===== config.mk =====
export PLATFORM = sky130hd
export DESIGN_NAME = ifu
export DESIGN_NICKNAME = d
export VERILOG_FILES = /design/src/rtl/ifu_pkg.sv /design/src/rtl/ifu_fifo.sv /design/src/rtl/ifu.sv
export SDC_FILE = /design/constraint.sdc
export NUM_CORES = 1
export LEC_CHECK = 0
export ABC_AREA = 0
export CORE_ASPECT_RATIO = 1.75
export CORE_MARGIN = 1
export CORE_UTILIZATION = 50
export DETAILED_ROUTE_END_ITERATION = 6
export PLACE_DENSITY = 0.73
export SLEW_MARGIN = 20
export SYNTH_ARGS = -nofsm -noshare
export SYNTH_HDL_FRONTEND = slang
export SYNTH_SLANG_ARGS = --single-unit

===== constraint.sdc =====
create_clock -name clk -period 3.68 [get_ports clk]
set_clock_uncertainty 0.15 [all_clocks]
set_input_delay 1.104 -clock clk [delete_from_list [all_inputs] [get_ports clk]]
set_output_delay 1.104 -clock clk [all_outputs]
set_load 0.005 [all_outputs]

===== src/rtl/ifu_pkg.sv =====
// Shared IFU definitions: FSM encoding, default reset PC, opcode field slice
// and the buffered fetch entry layout.
package ifu_pkg;
  typedef enum logic [1:0] {
    ST_BOOT  = 2'd0,
    ST_RUN   = 2'd1,
    ST_DRAIN = 2'd2
  } state_t;

  localparam logic [31:0] IFU_RESET_PC = 32'h0000_3000;

  // opcode field handed to the control decoder
  localparam int OPC_MSB = 31;
  localparam int OPC_LSB = 26;

  typedef struct packed {
    logic [31:0] pc;
    logic [31:0] instr;
  } fetch_t;
endpackage


===== src/rtl/ifu_fifo.sv =====
// Two-entry instruction buffer with a registered head; the head reads as zero
// whenever the buffer is empty.
module ifu_fifo (
  input  logic        clk,
  input  logic        rst_n,
  input  logic        push,
  input  logic        pop,
  input  logic        flush,
  input  logic [63:0] din,
  output logic [63:0] head,
  output logic [1:0]  count,
  output logic        full,
  output logic        empty
);
  logic [63:0] e1;
  logic        do_pop;

  assign full   = (count == 2'd2);
  assign empty  = (count == 2'd0);
  assign do_pop = pop && !empty;

  always_ff @(posedge clk or negedge rst_n) begin
    if (!rst_n) begin
      head  <= '0;
      e1    <= '0;
      count <= '0;
    end else if (flush) begin
      head  <= '0;
      e1    <= '0;
      count <= '0;
    end else begin
      case ({push, do_pop})
        2'b10: begin
          if (count == 2'd0) begin
            head  <= din;
            count <= 2'd1;
          end else if (count == 2'd1) begin
            e1    <= din;
            count <= 2'd2;
          end
        end
        2'b01: begin
          head  <= e1;
          e1    <= '0;
          count <= count - 2'd1;
        end
        // simultaneous push/pop keeps the count; legal even when full
        2'b11: begin
          if (count == 2'd1) head <= din;
          else begin
            head <= e1;
            e1   <= din;
          end
        end
        default: ;
      endcase
    end
  end
endmodule


===== src/rtl/ifu.sv =====
// Instruction fetch unit: sequential fetch, redirect with stale-response drain.
// Define IFU_BYPASS_EN for a same-cycle response-to-decode path.
module ifu
  import ifu_pkg::*;
#(
  parameter logic [31:0] RESET_PC  = IFU_RESET_PC,
  parameter int          BUF_DEPTH = 2
) (
  input  logic        clk,
  input  logic        rst_n,
  output logic        imReqValid,
  output logic [31:0] imReqAddr,
  input  logic        imReqReady,
  input  logic        imRespValid,
  input  logic [31:0] imRespData,
  input  logic        redirectValid,
  input  logic [31:0] redirectPc,
  output logic        instrValid,
  input  logic        instrReady,
  output logic [31:0] instr,
  output logic [31:0] instrPc,
  output logic [5:0]  opcode
);
  localparam logic [2:0] DEPTH = 3'(BUF_DEPTH);

  state_t      state, state_nx;
  logic [31:0] pc, tag0, tag1;
  logic [1:0]  infl, infl_nx, stale, stale_nx, bcnt;
  logic        resp_v, discard, keep, acc, byp_take;
  logic        f_push, f_pop, f_full, f_empty;
  fetch_t      f_head;

  // a response is stale if it belongs to a request issued before a redirect
  assign resp_v     = imRespValid && (infl != 2'd0);
  assign discard    = resp_v && (redirectValid || (stale != 2'd0));
  assign keep       = resp_v && !discard;
  assign imReqValid = (state == ST_RUN) && !redirectValid &&
                      (({1'b0, infl} + {1'b0, bcnt}) < DEPTH);
  assign imReqAddr  = pc;
  assign acc        = imReqValid && imReqReady;

  always_comb begin
    infl_nx = infl;
    case ({acc, resp_v})
      2'b10:   infl_nx = infl + 2'd1;
      2'b01:   infl_nx = infl - 2'd1;
      default: ;
    endcase
    stale_nx = stale;
    if (redirectValid) stale_nx = infl - {1'b0, resp_v};
    else if (discard)  stale_nx = stale - 2'd1;
    state_nx = state;
    case (state)
      ST_BOOT:  state_nx = ST_RUN;
      ST_DRAIN: if (stale_nx == 2'd0) state_nx = ST_RUN;
      default:  ;
    endcase
    if (redirectValid) state_nx = (infl != 2'd0) ? ST_DRAIN : ST_RUN;
  end

  always_ff @(posedge clk or negedge rst_n) begin
    if (!rst_n) begin
      state <= ST_BOOT;
      pc    <= RESET_PC;
      infl  <= '0;
      stale <= '0;
      tag0  <= '0;
      tag1  <= '0;
    end else begin
      state <= state_nx;
      infl  <= infl_nx;
      stale <= stale_nx;
      if (redirectValid) pc <= redirectPc & ~32'd3;
      else if (acc)      pc <= pc + 32'd4;
      // tag0 is the address of the oldest in-flight request
      case ({acc, resp_v})
        2'b10: if (infl == 2'd0) tag0 <= pc; else tag1 <= pc;
        2'b01: tag0 <= tag1;
        2'b11: begin
          if (infl == 2'd1) tag0 <= pc;
          else begin
            tag0 <= tag1;
            tag1 <= pc;
          end
        end
        default: ;
      endcase
    end
  end

`ifdef IFU_BYPASS_EN
  logic byp;
  assign byp        = keep && f_empty;
  assign byp_take   = byp && instrReady;
  assign instrValid = !f_empty || byp;
  assign instr      = byp ? imRespData : f_head.instr;
  assign instrPc    = byp ? tag0 : f_head.pc;
`else
  assign byp_take   = 1'b0;
  assign instrValid = !f_empty;
  assign instr      = f_head.instr;
  assign instrPc    = f_head.pc;
`endif

  assign opcode = instr[OPC_MSB:OPC_LSB];
  assign f_pop  = instrValid && instrReady && !f_empty;
  assign f_push = keep && !byp_take && (!f_full || f_pop);

  ifu_fifo u_fifo (
    .clk   (clk),
    .rst_n (rst_n),
    .push  (f_push),
    .pop   (f_pop),
    .flush (redirectValid),
    .din   ({tag0, imRespData}),
    .head  (f_head),
    .count (bcnt),
    .full  (f_full),
    .empty (f_empty)
  );
endmodule


==> reports/summary.txt, run 1 <==
PwrDens: 636.7 nW/um^2
drc violations: 0
FF+latch count, synth: 227
share of layout cells above drive strength 1: 10.32%
total CTS buffers: 21
# IOs: 174
Placer Congestion: 0.8288
diode count: 0
largest net degree at the start of global routing: 75
Cell Area, Synth: 10240 um^2
Final period util: 95.07%
WP data arrival: 2.24 ns
CP bufs+invs: 2
Worst path max stage delay: 0.43 ns
Leakage: 5.583 nW
number of enable flip-flop cells after synthesis: 0
CP max FO: 4
TritonCTS clock tree: built
top post-synthesis cells by area: dfrtp_1 (55%), mux2i_1 (6.4%), a22o_1 (5.3%), nand2_1 (5.1%), mux2_2 (3.2%)
Fillers: 1625
MaxCap Viol Count: 0
Synth cell types: 57
total placed instance area: 12170 um^2
final instance area: 12880 um^2
Layout Area Growth over Synthesis: 25.78%
area share of the largest cell type after synthesis: 54.99%
routed length per placed instance: 17.67 um
reg2reg setup slack: 0.49 ns
H-tree Lvls: 1
Overall Global Routing Usage: 23.33%
delay-heaviest family, CP: simple AND/OR/NAND/NOR gates
Initial Utilization: 51.43%
initial DRC count: 457
Max Buffers Root-to-Sink: 3
chip height: 191.3 um
crit-path cells: inv_2 > nor2_1 > fa_1 > or2_4 > nor4b_1 > clkbuf_2
met2 usage: 40.67%
crit path kind: reg -> out
Post-CTS Hold Buffers: 0
dpl hpwl: 15270 um
Max VDD drop: 0.4034 mV
clk slew on worst S/H paths: 0.07 ns
Slew headroom: 49.11%
First-pass DRT Iterations: 5
row count: 68
Tot Pwr: 8.200 mW
initial antenna violation count: 0
Sink Count: 227
setup ws final: 0.1814 ns
Synth area leader: dfrtp_1
Vias/cell: 5.747
CP Data Required Time: 2.43 ns
port buffer count: 169
Fmax achieved: 285.8 MHz
Worst-Skew Late Latency: 0.49 ns
RSZ-0062 raised after global routing: false
worst reg2reg path depth: 12
Die Wd: 110.2 um
RR Endpoint: tag1[28]
layout net count: 1153
final setup fails: 0
wire length of the first global-routing pass: 38940 um
CP endpoint kind: output pin
Final Hold Fails: 0
setup TNS: 0 ns
grt met3 use: 2.693%
hold crit path type: in -> async
WL final: 23500 um
Yosys warnings: 0
core area: 19910 um^2
Routed Antenna Nets: 0
reg2reg start: u_fifo.count[0]
share of synthesized registers carrying an async set or reset: 100.0%
vias in the first global route: 7665
clk root buf: clkbuf_16
Final min period: 3.499 ns
die area: 21080 um^2
main flop type after synthesis: dfrtp_1
status: completed
Tightest Pin Transition: 0.7615 ns
GR peak layer: met2
Startpoint Class: flip-flop
Slowest-stage cell, CP: fa_1
GR Overflow Total: 0
Mapped Cells: 924
final hold slack: 0.3284 ns
GR Util met1: 29.32%
via count: 7643
Post-Place Setup Slack: 0.1123 ns
syn_area_per_cell: 11.08 um^2
Final Max Tran Viols: 0
register area share after synthesis: 55.50%
-- cell usage after synthesis, types with 2 or more instances --
library cell and number:
nor4_2 2, mux2i_1 65, clkbuf_1 36, nand3_1 24, a221o_1 5, xor2_1 5
and2_1 7, mux2_2 29, buf_6 13, nand2b_1 2, and3_1 5, buf_2 16
o21ai_0 50, xnor2_1 4, and4_1 2, o311ai_0 3, a22o_1 62, buf_4 9
or2_1 2, nor2_1 17, or4_1 4, nor2b_1 3, dfstp_2 2, nand2_1 140
nand4bb_1 2, o21ai_1 61, a31oi_1 4, ha_1 11, nand4_1 13, o211ai_1 18
a21o_1 3, nor3_1 2, a22oi_1 32, inv_1 13, dfrtp_1 225, a21oi_1 12
-- worst register-to-register path: cells and delay by family (launching register included) --
family / cells / cell delay [ns]
adders and majority gates: 2 / 0.65
muxes: 1 / 0.37
DFF: 1 / 0.39
and+or+nand+nor: 4 / 0.74
buffers and inverters: 4 / 0.64
AOI/OAI and AO/OA: 1 / 0.15
-- state kept, by name, summed over array words and instances (netlist names) --
| name | cells |
|---|---|
| u_fifo.e1 | 64 |
| u_fifo.head | 64 |
| tag0 | 31 |
| imReqAddr | 30 |
| tag1 | 30 |
| infl | 2 |
| stale | 2 |
| state | 2 |
| u_fifo.count | 2 |
-- routing by layer --
layer,wire length (um),vias to the layer above
met2,11910,242
met1,9683,3750
met5,0,-
met3,1158,41
li1,-,3610
met4,742,0
-- final cells by class --
type | instances | area [um^2] | share of cell area (%)
multi-input cells | 609 | 4121 | 32.00
repair buffers | 198 | 2004 | 15.56
flip-flops and latches | 227 | 5683 | 44.12
clock inverters | 5 | 75.07 | 0.5829
inverters | 14 | 52.55 | 0.4080
well taps | 245 | 306.5 | 2.380
clock buffers | 32 | 636.9 | 4.945
-- how the worst max path moves through the flow --
stage,depth (start not counted),start,to
after floorplan,9,redirectValid,tag1[10]
after global placement,9,imReqReady,tag0[13]
after detailed placement,10,imReqReady,tag1[6]
after CTS,6,u_fifo.count[0],imReqValid
after global routing,6,u_fifo.count[0],imReqValid
final,6,u_fifo.count[0],imReqValid
-- report_power, final --
| group | leakage, nW | internal, mW | switching (mW) |
|---|---|---|---|
| logic | 2.24 | 1.28 | 1.22 |
| clock network | 0.354 | 1.33 | 0.893 |
| registers | 2.99 | 3.06 | 0.422 |
-- per-stage QoR --
stage	std cells	util (%)
floorplan	925	-
global route	1330	64.69
detailed placement	1292	61.10
finish	1330	64.69
CTS	1329	64.67
global placement	1292	61.08
-- timing repair --
| action | CTS | global route |
|---|---|---|
| setup endpoints to repair | 1 | 1 |
| buffers inserted | 0 | 1 |
| gates resized for setup | 1 | 3 |
| endpoints found under the hold margin | 0 | 0 |
-- cells by family (layout without fill, tap and decap cells) --
kind of cell	after synthesis	count (layout)	synth area share, %
AOI/OAI and AO/OA	256	256	16.79
xor gates and xnor gates	9	9	0.7697
adders and majority gates	12	12	1.540
buffers and inverters	89	249	4.741
DFF	227	227	55.50
muxes	94	94	9.543
other	1	2	0.03662
and+or+nand+nor	236	236	11.08
-- placed cells by master, fill, tap and decap left out, types with 5 or more instances in the layout --
| cell | n |
|---|---|
| dfrtp_1 | 225 |
| a21oi_1 | 10 |
| a221o_1 | 5 |
| nor2_1 | 16 |
| clkbuf_16 | 21 |
| clkbuf_8 | 7 |
| a22o_1 | 62 |
| o21ai_1 | 61 |
| xor2_1 | 5 |
| nand3_1 | 24 |
| mux2_2 | 29 |
| a22oi_1 | 32 |
| buf_4 | 21 |
| and2_1 | 7 |
| and3_1 | 5 |
| ha_1 | 11 |
| o211ai_1 | 18 |
| clkdlybuf4s50_1 | 166 |
| o21ai_0 | 50 |
| buf_12 | 8 |
| nand4_1 | 13 |
| nand2_1 | 140 |
| inv_1 | 12 |
| mux2i_1 | 65 |
(Power assumes the default switching activity.)
==> inputs of run 2 (changes only) <==
Settings changed: CORE_UTILIZATION 50 to 30, PLACE_DENSITY 0.73 to 0.47.
==> reports/summary.txt, run 2 (synthesis results as in run 1) <==
status: completed
switching share of power: 31.12% (+0.24 points)
setup ws final: 0.1498 ns (-0.03161 ns)
clk slew on worst S/H paths: 0.06 ns (about the same)
P_int: 6.015 mW (+6.1%)
reg2reg setup slack: 0.65 ns (+0.16 ns)
MaxCap Viol Count: 0 (unchanged)
drc violations: 0 (unchanged)
Clk pwr share: 30.5% (+3.4 points)
chip height: 246.4 um (+29%)
routed length per placed instance: 17.73 um (+0.37%)
Initial Utilization: 30.45% (-21 points)
vias in the first global route: 7948 (+3.7%)
GR Overflow Total: 0 (unchanged)
CP endpoint kind: output pin
Slew headroom: 57.85% (+8.7 points)
Final Non-Filler Cells: 1547 (+16%)
H-tree Lvls: 1 (unchanged)
Vias/cell: 4.875 (-15%)
initial antenna violation count: 0 (unchanged)
Final Hold Fails: 0 (unchanged)
Final min period: 3.530 ns (+0.03161 ns)
port buffer count: 169 (unchanged)
wire length of the first global-routing pass: 44860 um (+15%)
sequential share of power: 40.0% (-2.5 points)
Max VDD drop: 0.3178 mV (-21%)
core area: 33630 um^2 (+69%)
number of instances in the placed design: 1500 (+16%)
dpl hpwl: 17810 um (+17%)
most common cell after layout, fill and taps aside: dfrtp_1
CP Data Required Time: 2.43 ns (about the same)
TritonCTS clock tree: built
Post-Place Setup Slack: 0.1345 ns (+0.02214 ns)
die area: 34910 um^2 (+66%)
Max Buffers Root-to-Sink: 3 (unchanged)
Fmax achieved: 283.3 MHz (-0.90%)
Layout Area Growth over Synthesis: 30.31%
total CTS buffers: 25 (+19%)
Die Wd: 141.7 um (+29%)
initial DRC count: 212 (-54%)
WP data arrival: 2.28 ns (+0.04 ns)
hold crit path type: reg -> reg
Leakage: 5.673 nW (+1.6%)
Overall Global Routing Usage: 16.29% (-7.0 points)
Final Max Tran Viols: 0 (unchanged)
top flop regs: u_fifo.e1: 64 flops, u_fifo.head: 64 flops, tag0: 31 flops
First-pass DRT Iterations: 4 (-1)
RSZ-0062 raised after global routing: false
most frequent cells in the layout: dfrtp_1 (225), clkdlybuf4s50_1 (166), nand2_1 (140), mux2i_1 (65), a22o_1 (62)
Startpoint Class: flip-flop
final hold slack: 0.3282 ns (-0.0001960 ns)
row count: 89 (+31%)
layout net count: 1156 (+0.26%)
Placer Congestion: 0.7420 (-10%)
# IOs: 174 (unchanged)
Routed Antenna Nets: 0 (unchanged)
Final period util: 95.93% (+0.86 points)
Worst-Skew Late Latency: 0.54 ns (+0.05 ns)
Tightest Pin Transition: 0.6299 ns (-0.1316 ns)
Net Sw Power: 2.717 mW (+7.3%)
WL final: 27430 um (+17%)
crit path kind: reg -> out
diode count: 0 (unchanged)
share of power burned in combinational logic: 29.5% (-0.9 points)
Tot Pwr: 8.732 mW (+6.5%)
setup TNS: 0 ns (unchanged)
clk root buf: clkbuf_16
via count: 7542 (-1.3%)
Sink Count: 227 (unchanged)
CP max FO: 4 (unchanged)
largest net degree at the start of global routing: 80 (+6.7%)
share of layout cells above drive strength 1: 11.08% (+0.76 points)
final setup fails: 0 (unchanged)
PwrDens: 654.4 nW/um^2 (+2.8%)
==> run 2: final timing paths <==
kind | cells after the start | endpoint | startpoint
worst max-delay path | 6 | imReqValid | u_fifo.count[0]
worst min-delay path | 2 | u_fifo.head[39] | u_fifo.head[39]
worst max register to register | 11 | tag1[11] | u_fifo.count[0]
worst min register to register | 2 | u_fifo.head[39] | u_fifo.head[39]
max in group asynchronous | 2 | u_fifo.head[60] | rst_n
min in group asynchronous | 1 | imReqAddr[23] | rst_n
==> run 2: per-stage QoR <==
stage          instance area [um^2]  utilization (%)
2_1_floorplan                 10240                -
3_3_place_gp                  12450            37.01
3_5_place_dp                  12450            37.01
4_1_cts                       13340            39.67
5_1_grt                       13340            39.68
6_report                      13340            39.68
==> run 2: area by class of cell <==
type | count | area (um^2)
multi-input combinational | 609 | 4123
clock inverter | 7 | 117.6
timing repair buffer | 197 | 2034
inverter | 14 | 52.55
tap | 455 | 569.3
clock buffer | 38 | 764.5
sequential | 227 | 5683
fill | 3408 | 20290
==> run 2: what timing repair did <==
action / in CTS / in global routing
hold buffers: 0 / 0
endpoints found under the setup margin: 1 / 1
gates cloned: 0 / 0
resized for setup: 3 / 3
buffers inserted: 1 / 1
==> run 2: per-layer routing <==
metal	GRT usage, %	part of all wire (%)	vias up
met2	28.86	50	154
met5	0	0	-
met1	20.03	43	3718
met4	5.851	2.9	0
li1	-	-	3632
met3	2.138	3.7	38
==> run 2: power by group through the flow <==
| stage | clock network, mW | registers (mW) | logic (mW) |
|---|---|---|---|
| floorplan | 0 | 3.43 | 1.54 |
| global placement | 0 | 3.53 | 2.59 |
| detailed placement | 0 | 3.55 | 2.61 |
| CTS | 2.75 | 3.50 | 2.63 |
| global route | 2.85 | 3.58 | 2.88 |
| finish | 2.66 | 3.49 | 2.58 |
==> run 2: worst max-delay path: stages, from the launching register on <==
cell	delay, ns
dfrtp_1	0.37
inv_2	0.07
nor2_1	0.13
fa_1	0.43
or2_4	0.29
nor4b_2	0.29
clkbuf_2	0.16
==> inputs of run 3 (changes only) <==
Settings changed: ABC_AREA 0 to unset, SLEW_MARGIN 20 to unset.
==> results of run 3 <==
Final layout, timing and power as in run 2 (identical DEF).
